[src/rtl/demux1to2_reg_if.sv]
// demux1to2_reg_if: handshake bundle for the registered 1-to-2 demultiplexer.
//   in/in_valid/in_ready   : upstream word stream (ready is combinational)
//   sel/auto               : destination select, or follow the alternating pointer
//   outN/outN_valid/outN_ready : channel N output register and its consumer handshake
//   cnt0/cnt1              : per-channel delivered-word counters (wrap at 256)
//   ptr                    : alternating pointer state (0 = CH0, 1 = CH1)
// slave is the demux side, master is the upstream/consumer side.
interface demux1to2_reg_if #(parameter int WIDTH = 8);
   logic [WIDTH-1:0] in;
   logic             in_valid;
   logic             in_ready;
   logic             sel;
   logic             auto;
   logic [WIDTH-1:0] out0;
   logic             out0_valid;
   logic             out0_ready;
   logic [WIDTH-1:0] out1;
   logic             out1_valid;
   logic             out1_ready;
   logic [7:0]       cnt0;
   logic [7:0]       cnt1;
   logic             ptr;

   modport slave (
      input  in, in_valid, sel, auto, out0_ready, out1_ready,
      output in_ready, out0, out0_valid, out1, out1_valid, cnt0, cnt1, ptr
   );

   modport master (
      output in, in_valid, sel, auto, out0_ready, out1_ready,
      input  in_ready, out0, out0_valid, out1, out1_valid, cnt0, cnt1, ptr
   );
endinterface

[src/rtl/demux1to2_reg.sv]
// demux1to2_reg: registered 1-to-2 demultiplexer with valid/ready handshakes.
// Steers each accepted input word into one of two one-entry output registers,
// chosen by sel or by an alternating pointer (auto = 1), and counts deliveries
// per channel.
//   clk : clock, rising edge
//   rst : synchronous active-high reset
//   bus : demux1to2_reg_if.slave (data, handshakes, sel/auto, counters, ptr)

// One output channel: data register, valid flag and delivered-word counter.
//   load  : accept a new word this cycle (has priority over drain)
//   ready : consumer handshake
module demux1to2_reg_ch #(
   parameter int WIDTH = 8
) (
   input  logic             clk,
   input  logic             rst,
   input  logic             load,
   input  logic [WIDTH-1:0] din,
   input  logic             ready,
   output logic [WIDTH-1:0] dout,
   output logic             valid,
   output logic [7:0]       cnt
);
   logic drain;
   assign drain = valid & ready;

   always_ff @(posedge clk) begin
      if (rst) begin
         dout  <= '0;
         valid <= 1'b0;
         cnt   <= '0;
      end else begin
         // Load wins over drain so a draining register can refill in one cycle;
         // on a plain drain the data is left in place.
         if (load) begin
            dout  <= din;
            valid <= 1'b1;
         end else if (drain) begin
            valid <= 1'b0;
         end
         if (drain)
            cnt <= cnt + 8'd1;
      end
   end
endmodule

module demux1to2_reg #(
   parameter int WIDTH = 8
) (
   input logic              clk,
   input logic              rst,
   demux1to2_reg_if.slave   bus
);
   typedef enum logic {CH0 = 1'b0, CH1 = 1'b1} ptr_e;

   ptr_e                   state;
   logic                   ptr;
   logic                   dest;
   logic                   acc;
   logic [1:0]             vld;
   logic [1:0]             rdy;
   logic [1:0]             load;
   logic [1:0][WIDTH-1:0]  dout;
   logic [1:0][7:0]        cnt;

   assign ptr  = (state == CH1);
   assign dest = bus.auto ? ptr : bus.sel;
   assign rdy  = {bus.out1_ready, bus.out0_ready};

   // Only the destination channel gates acceptance; in_valid is kept out of
   // this path on purpose.
   assign bus.in_ready = ~vld[dest] | rdy[dest];
   assign acc          = bus.in_valid & bus.in_ready;
   assign load         = {acc & dest, acc & ~dest};

   // Alternating pointer: advances only on an accepted word in auto mode,
   // otherwise holds so auto can resume where it left off.
   always_ff @(posedge clk) begin
      if (rst) begin
         state <= CH0;
      end else if (acc & bus.auto) begin
         case (state)
            CH0:     state <= CH1;
            CH1:     state <= CH0;
            default: state <= CH0;
         endcase
      end
   end

   for (genvar n = 0; n < 2; n++) begin : g_ch
      demux1to2_reg_ch #(.WIDTH(WIDTH)) u_ch (
         .clk   (clk),
         .rst   (rst),
         .load  (load[n]),
         .din   (bus.in),
         .ready (rdy[n]),
         .dout  (dout[n]),
         .valid (vld[n]),
         .cnt   (cnt[n])
      );
   end

   assign bus.out0       = dout[0];
   assign bus.out0_valid = vld[0];
   assign bus.out1       = dout[1];
   assign bus.out1_valid = vld[1];
   assign bus.cnt0       = cnt[0];
   assign bus.cnt1       = cnt[1];
   assign bus.ptr        = ptr;
endmodule

[src/flat_wrapper.sv]
// flat-port wrapper written by rule: the top's interface ports become plain ports
module demux1to2_reg_flat 
#(
   parameter int WIDTH = 8
)
  (clk, rst, bus_in, bus_in_valid, bus_sel, bus_auto, bus_out0_ready, bus_out1_ready, bus_in_ready, bus_out0, bus_out0_valid, bus_out1, bus_out1_valid, bus_cnt0, bus_cnt1, bus_ptr);
  demux1to2_reg_if #(.WIDTH(WIDTH)) bus_i ();
  input logic clk;
  input logic rst;
  input wire logic [$bits(bus_i.in)-1:0] bus_in;
  input wire logic [$bits(bus_i.in_valid)-1:0] bus_in_valid;
  input wire logic [$bits(bus_i.sel)-1:0] bus_sel;
  input wire logic [$bits(bus_i.auto)-1:0] bus_auto;
  input wire logic [$bits(bus_i.out0_ready)-1:0] bus_out0_ready;
  input wire logic [$bits(bus_i.out1_ready)-1:0] bus_out1_ready;
  output wire logic [$bits(bus_i.in_ready)-1:0] bus_in_ready;
  output wire logic [$bits(bus_i.out0)-1:0] bus_out0;
  output wire logic [$bits(bus_i.out0_valid)-1:0] bus_out0_valid;
  output wire logic [$bits(bus_i.out1)-1:0] bus_out1;
  output wire logic [$bits(bus_i.out1_valid)-1:0] bus_out1_valid;
  output wire logic [$bits(bus_i.cnt0)-1:0] bus_cnt0;
  output wire logic [$bits(bus_i.cnt1)-1:0] bus_cnt1;
  output wire logic [$bits(bus_i.ptr)-1:0] bus_ptr;
  assign bus_i.in = bus_in;
  assign bus_i.in_valid = bus_in_valid;
  assign bus_i.sel = bus_sel;
  assign bus_i.auto = bus_auto;
  assign bus_i.out0_ready = bus_out0_ready;
  assign bus_i.out1_ready = bus_out1_ready;
  assign bus_in_ready = bus_i.in_ready;
  assign bus_out0 = bus_i.out0;
  assign bus_out0_valid = bus_i.out0_valid;
  assign bus_out1 = bus_i.out1;
  assign bus_out1_valid = bus_i.out1_valid;
  assign bus_cnt0 = bus_i.cnt0;
  assign bus_cnt1 = bus_i.cnt1;
  assign bus_ptr = bus_i.ptr;
  demux1to2_reg #(.WIDTH(WIDTH)) u_core (.clk(clk), .rst(rst), .bus(bus_i));
endmodule
[config.mk]
export PLATFORM = sky130hd
export DESIGN_NAME = demux1to2_reg_flat
export DESIGN_NICKNAME = d
export VERILOG_FILES = /design/src/rtl/demux1to2_reg_if.sv /design/src/rtl/demux1to2_reg.sv /design/src/flat_wrapper.sv
export SDC_FILE = /design/constraint.sdc
export NUM_CORES = 1
export LEC_CHECK = 0
export BUFFER_PORTS_ARGS = -buffer_cell sky130_fd_sc_hd__buf_2
export CORE_MARGIN = 4
export CORE_UTILIZATION = 48
export DETAILED_ROUTE_END_ITERATION = 10
export GPL_TIMING_DRIVEN = 0
export PLACE_DENSITY_LB_ADDON = 0.3
export REMOVE_ABC_BUFFERS = 1
export SYNTH_ARGS = -nofsm -noshare
export SYNTH_HDL_FRONTEND = slang
export SYNTH_HIERARCHICAL = 1
export SYNTH_SLANG_ARGS = --single-unit
export TNS_END_PERCENT = 20
[constraint.sdc]
create_clock -name clk -period 1.69 [get_ports clk]
set_input_delay 0.0845 -clock clk [delete_from_list [all_inputs] [get_ports clk]]
set_output_delay 0.0845 -clock clk [all_outputs]
set_load 0.005 [all_outputs]
==> summary.md <==
| Metric | Value |
|---|---|
| Clock latency on the worst-skew pair | `around 0.35 ns` |
| CORE AREA | `~0.0028 mm2` |
| DIE WIDTH | `62.51 um` |
| Startpoint type of the worst setup path | `flip-flop` |
| Fmax | `approximately 630 MHz` |
| DRC errors left | `0` |
| Final ANT Viol Nets | `0` |
| Lkg Pwr | `roughly 0.8 nW` |
| Initial Util | `0.5085` |
| Pwr dens | `approximately 820 mW/mm2` |
| Post-synthesis cell area | `0.001426 mm2` |
| GR Overflow Total | `0` |
| Synth top area share | `0.4912` |
| Most common cell after layout, fill and taps aside | `buf_2` |
| Die area | `0.003908 mm2` |
| Worst path required time | `1.92 ns` |
| Setup WS pre-CTS | `-0.06007 ns` |
| Hold Path Class | `input port to flip-flop` |
| Wirelength per Cell | `12.53 um` |
| Vias/cell | `5.253` |
| Synth unique cells | `22` |
| Worst VDD drop | `772.4 uV` |
| Root buffer cell | `clkbuf_4` |
| Nets | `230` |
| Pin count of the biggest net entering global routing | `36` |
| RSZ-0062 raised after global routing | `no` |
| Max-cap violations | `0` |
| IO Pins | `51` |
| Vias in the first global route | `approximately 1300` |
| Worst Path Arrival | `1.81 ns` |
| Clk sink count | `35` |
| Reg2reg setup slack | `0.11 ns` |
| Critical Path Sink Type | `flip-flop` |
| Gate Count Post-Synth | `153` |
| CTS HTree Levels | `2` |
| Fill cell count | `roughly 220` |
| DP HPWL | `2.195 mm` |
| Status | `complete, no violations` |
| Commonest cells after routing, fill and taps aside | `50 x buf_2, 35 x dfxtp_1, 22 x nor2_1, 18 x mux2i_1, 15 x a21oi_1` |
| Post-synthesis register bit count | `35` |
| Layout cells sized above 1 | `0.3084` |
| Worst-path clk slew | `0.12 ns` |
| Final hold viol count | `0` |
| Syn-to-layout area delta | `30.61%` |
| Rel. slew slack | `0.5991` |
| Global-route wire length before repair | `5.582 mm` |
| Inserted Clock Buffers | `5` |
| Initial DRC count | `89` |
| Kind of critical path | `flip-flop to flip-flop` |
| # setup viols final | `0` |
| PortBufs | `50` |
| Antenna violations before repair | `0` |
| Critical path peak fanout | `9` |
| Mean Syn Cell Area | `9.323 um2` |
| Final wirelength | `3.069 mm` |
| Worst slew pin tran | `0.6014 ns` |
| Crit path time final | `1.581 ns` |
| Post-synth top area cell | `dfxtp_1` |
| Final worst slack | `0.1091 ns` |
| FP Rows | `19` |
| Final critical-path share of the clock period | `0.9354` |
| Die Y | `62.51 um` |
| CTS Buffer Depth | `2` |
| Pre-antenna DRT Iters | `4` |
| Synth top area cells | `dfxtp_1 49%, mux2i_1 13%, nor2_1 5.8%, a21oi_1 5.3%, o21ai_0 2.5%` |
| Ant. Diodes | `0` |
| Final GP Congestion | `roughly 0.76` |
| Layout Utilization | `0.6641` |
| Sequential fraction of the synthesis area | `0.4912` |
| CTS tree | `built` |
| Count of pins over their slew limit | `0` |
| Detailed-route via count | `roughly 1300` |
| Yosys warnings | `6` |
| Global Route Usage Sum | `0.1748` |
| Post-route clock skew | `0.008003 ns` |
-- layer usage --
metal | global-route usage | vias up | share of wire
met3 | 0.04317 | 7 | 0.058
met1 | 0.1787 | 587 | 0.42
met4 | 0.1185 | 0 | 0.013
met5 | 0 | - | 0
li1 | - | 661 | -
met2 | 0.3116 | 32 | 0.51
-- where the power goes --
part           internal [mW]  leakage (nW)  switching [mW]
clock                  0.166        0.0278           0.306
combinational         0.0900         0.498          0.0833
sequential             0.854         0.284          0.0211
total                   1.11         0.810           0.411
-- Yosys cell counts --
| library cell | number |
|---|---|
| dfxtp_1 | 35 |
| nor2_1 | 22 |
| mux2i_1 | 18 |
| a21oi_1 | 15 |
| nand2_1 | 9 |
| o21ai_0 | 7 |
| nand3_1 | 6 |
| or3_1 | 5 |
| clkbuf_1 | 4 |
| inv_1 | 4 |
| nand4_1 | 4 |
| o31ai_1 | 4 |
| or4_1 | 4 |
| xor2_1 | 4 |
| buf_2 | 2 |
| ha_1 | 2 |
| nand3_2 | 2 |
| or3_2 | 2 |
| and3b_2 | 1 |
| nor2b_1 | 1 |
| nor2b_4 | 1 |
| nor3b_1 | 1 |
-- cell families (layout without fill, tap and decap cells) --
logic type / count (synthesis) / in the layout / share of synthesized area
adder cells (fa/ha/maj): 2 / 2 / 0.01754
buffers and inverters: 10 / 71 / 0.02806
XOR/XNOR: 4 / 4 / 0.02456
AND/OR/NAND/NOR: 58 / 58 / 0.2140
multiplexers: 18 / 18 / 0.1263
AO/OA/AOI/OAI: 26 / 26 / 0.09824
flip-flops: 35 / 35 / 0.4912
-- registers in the layout, indices dropped and copies added (netlist names) --
register and flops:
u_core/bus.ptr 1, u_core/g_ch.u_ch/dout 16, u_core/g_ch.u_ch/valid 2, u_core/g_ch.u_ch/cnt 16
-- final cells by class --
type | count | area, um2 | area share
Clock buffer | 5 | 37.54 | 0.02015
Tap cell | 31 | 38.79 | 0.02082
Timing Repair Buffer | 59 | 350.3 | 0.1880
Multi-Input combinational cell | 108 | 696.9 | 0.3741
Inverter | 4 | 15.01 | 0.008059
Sequential cell | 35 | 700.7 | 0.3761
Clock inverter | 3 | 23.77 | 0.01276
-- worst max-delay path: stages (launching register included) --
cell and delay (ns):
dfxtp_1 0.34, mux2i_1 0.38, and3b_2 0.46, mux2i_1 0.24, nor2_1 0.05
-- path summary, 6_finish.rpt --
| check | from | endpoint | cells past startpoint |
|---|---|---|---|
| setup / recovery | u_core/bus.ptr | u_core/g_ch[0].u_ch/dout[0] | 4 |
| hold / removal | bus_out1_ready | u_core/g_ch[1].u_ch/cnt[1] | 3 |
| setup reg to reg | u_core/bus.ptr | u_core/g_ch[0].u_ch/dout[0] | 4 |
| hold reg to reg | u_core/g_ch[1].u_ch/cnt[7] | u_core/g_ch[1].u_ch/cnt[7] | 2 |
-- through the flow --
| stage | instances | TNS, ns | area [um2] | hold WS [ns] | total power, mW |
|---|---|---|---|---|---|
| 6_report | 245 | 0 | 1863 | 0.06907 | 1.521 |
| 5_1_grt | 245 | 0 | 1863 | 0.08319 | 1.601 |
| 4_1_cts | 244 | 0 | 1843 | 0.05145 | 1.535 |
| 3_5_place_dp | 228 | -0.3779 | 1695 | 0.3461 | 1.045 |
| 3_3_place_gp | 228 | -4.975 | 1690 | 0.3341 | 1.037 |
| 2_1_floorplan | 147 | -1.867 | 1401 | 0.1536 | 0.9651 |
-- what timing repair did --
action,4_1_cts,5_1_grt
hold buffers,8,0
pin swaps,0,1
buffers inserted,0,1
endpoints found under the hold margin,16,0
setup endpoints to repair,8,6
gates resized for setup,1,0
cloned,0,0
No activity file was read; power rests on OpenSTA's default activity.
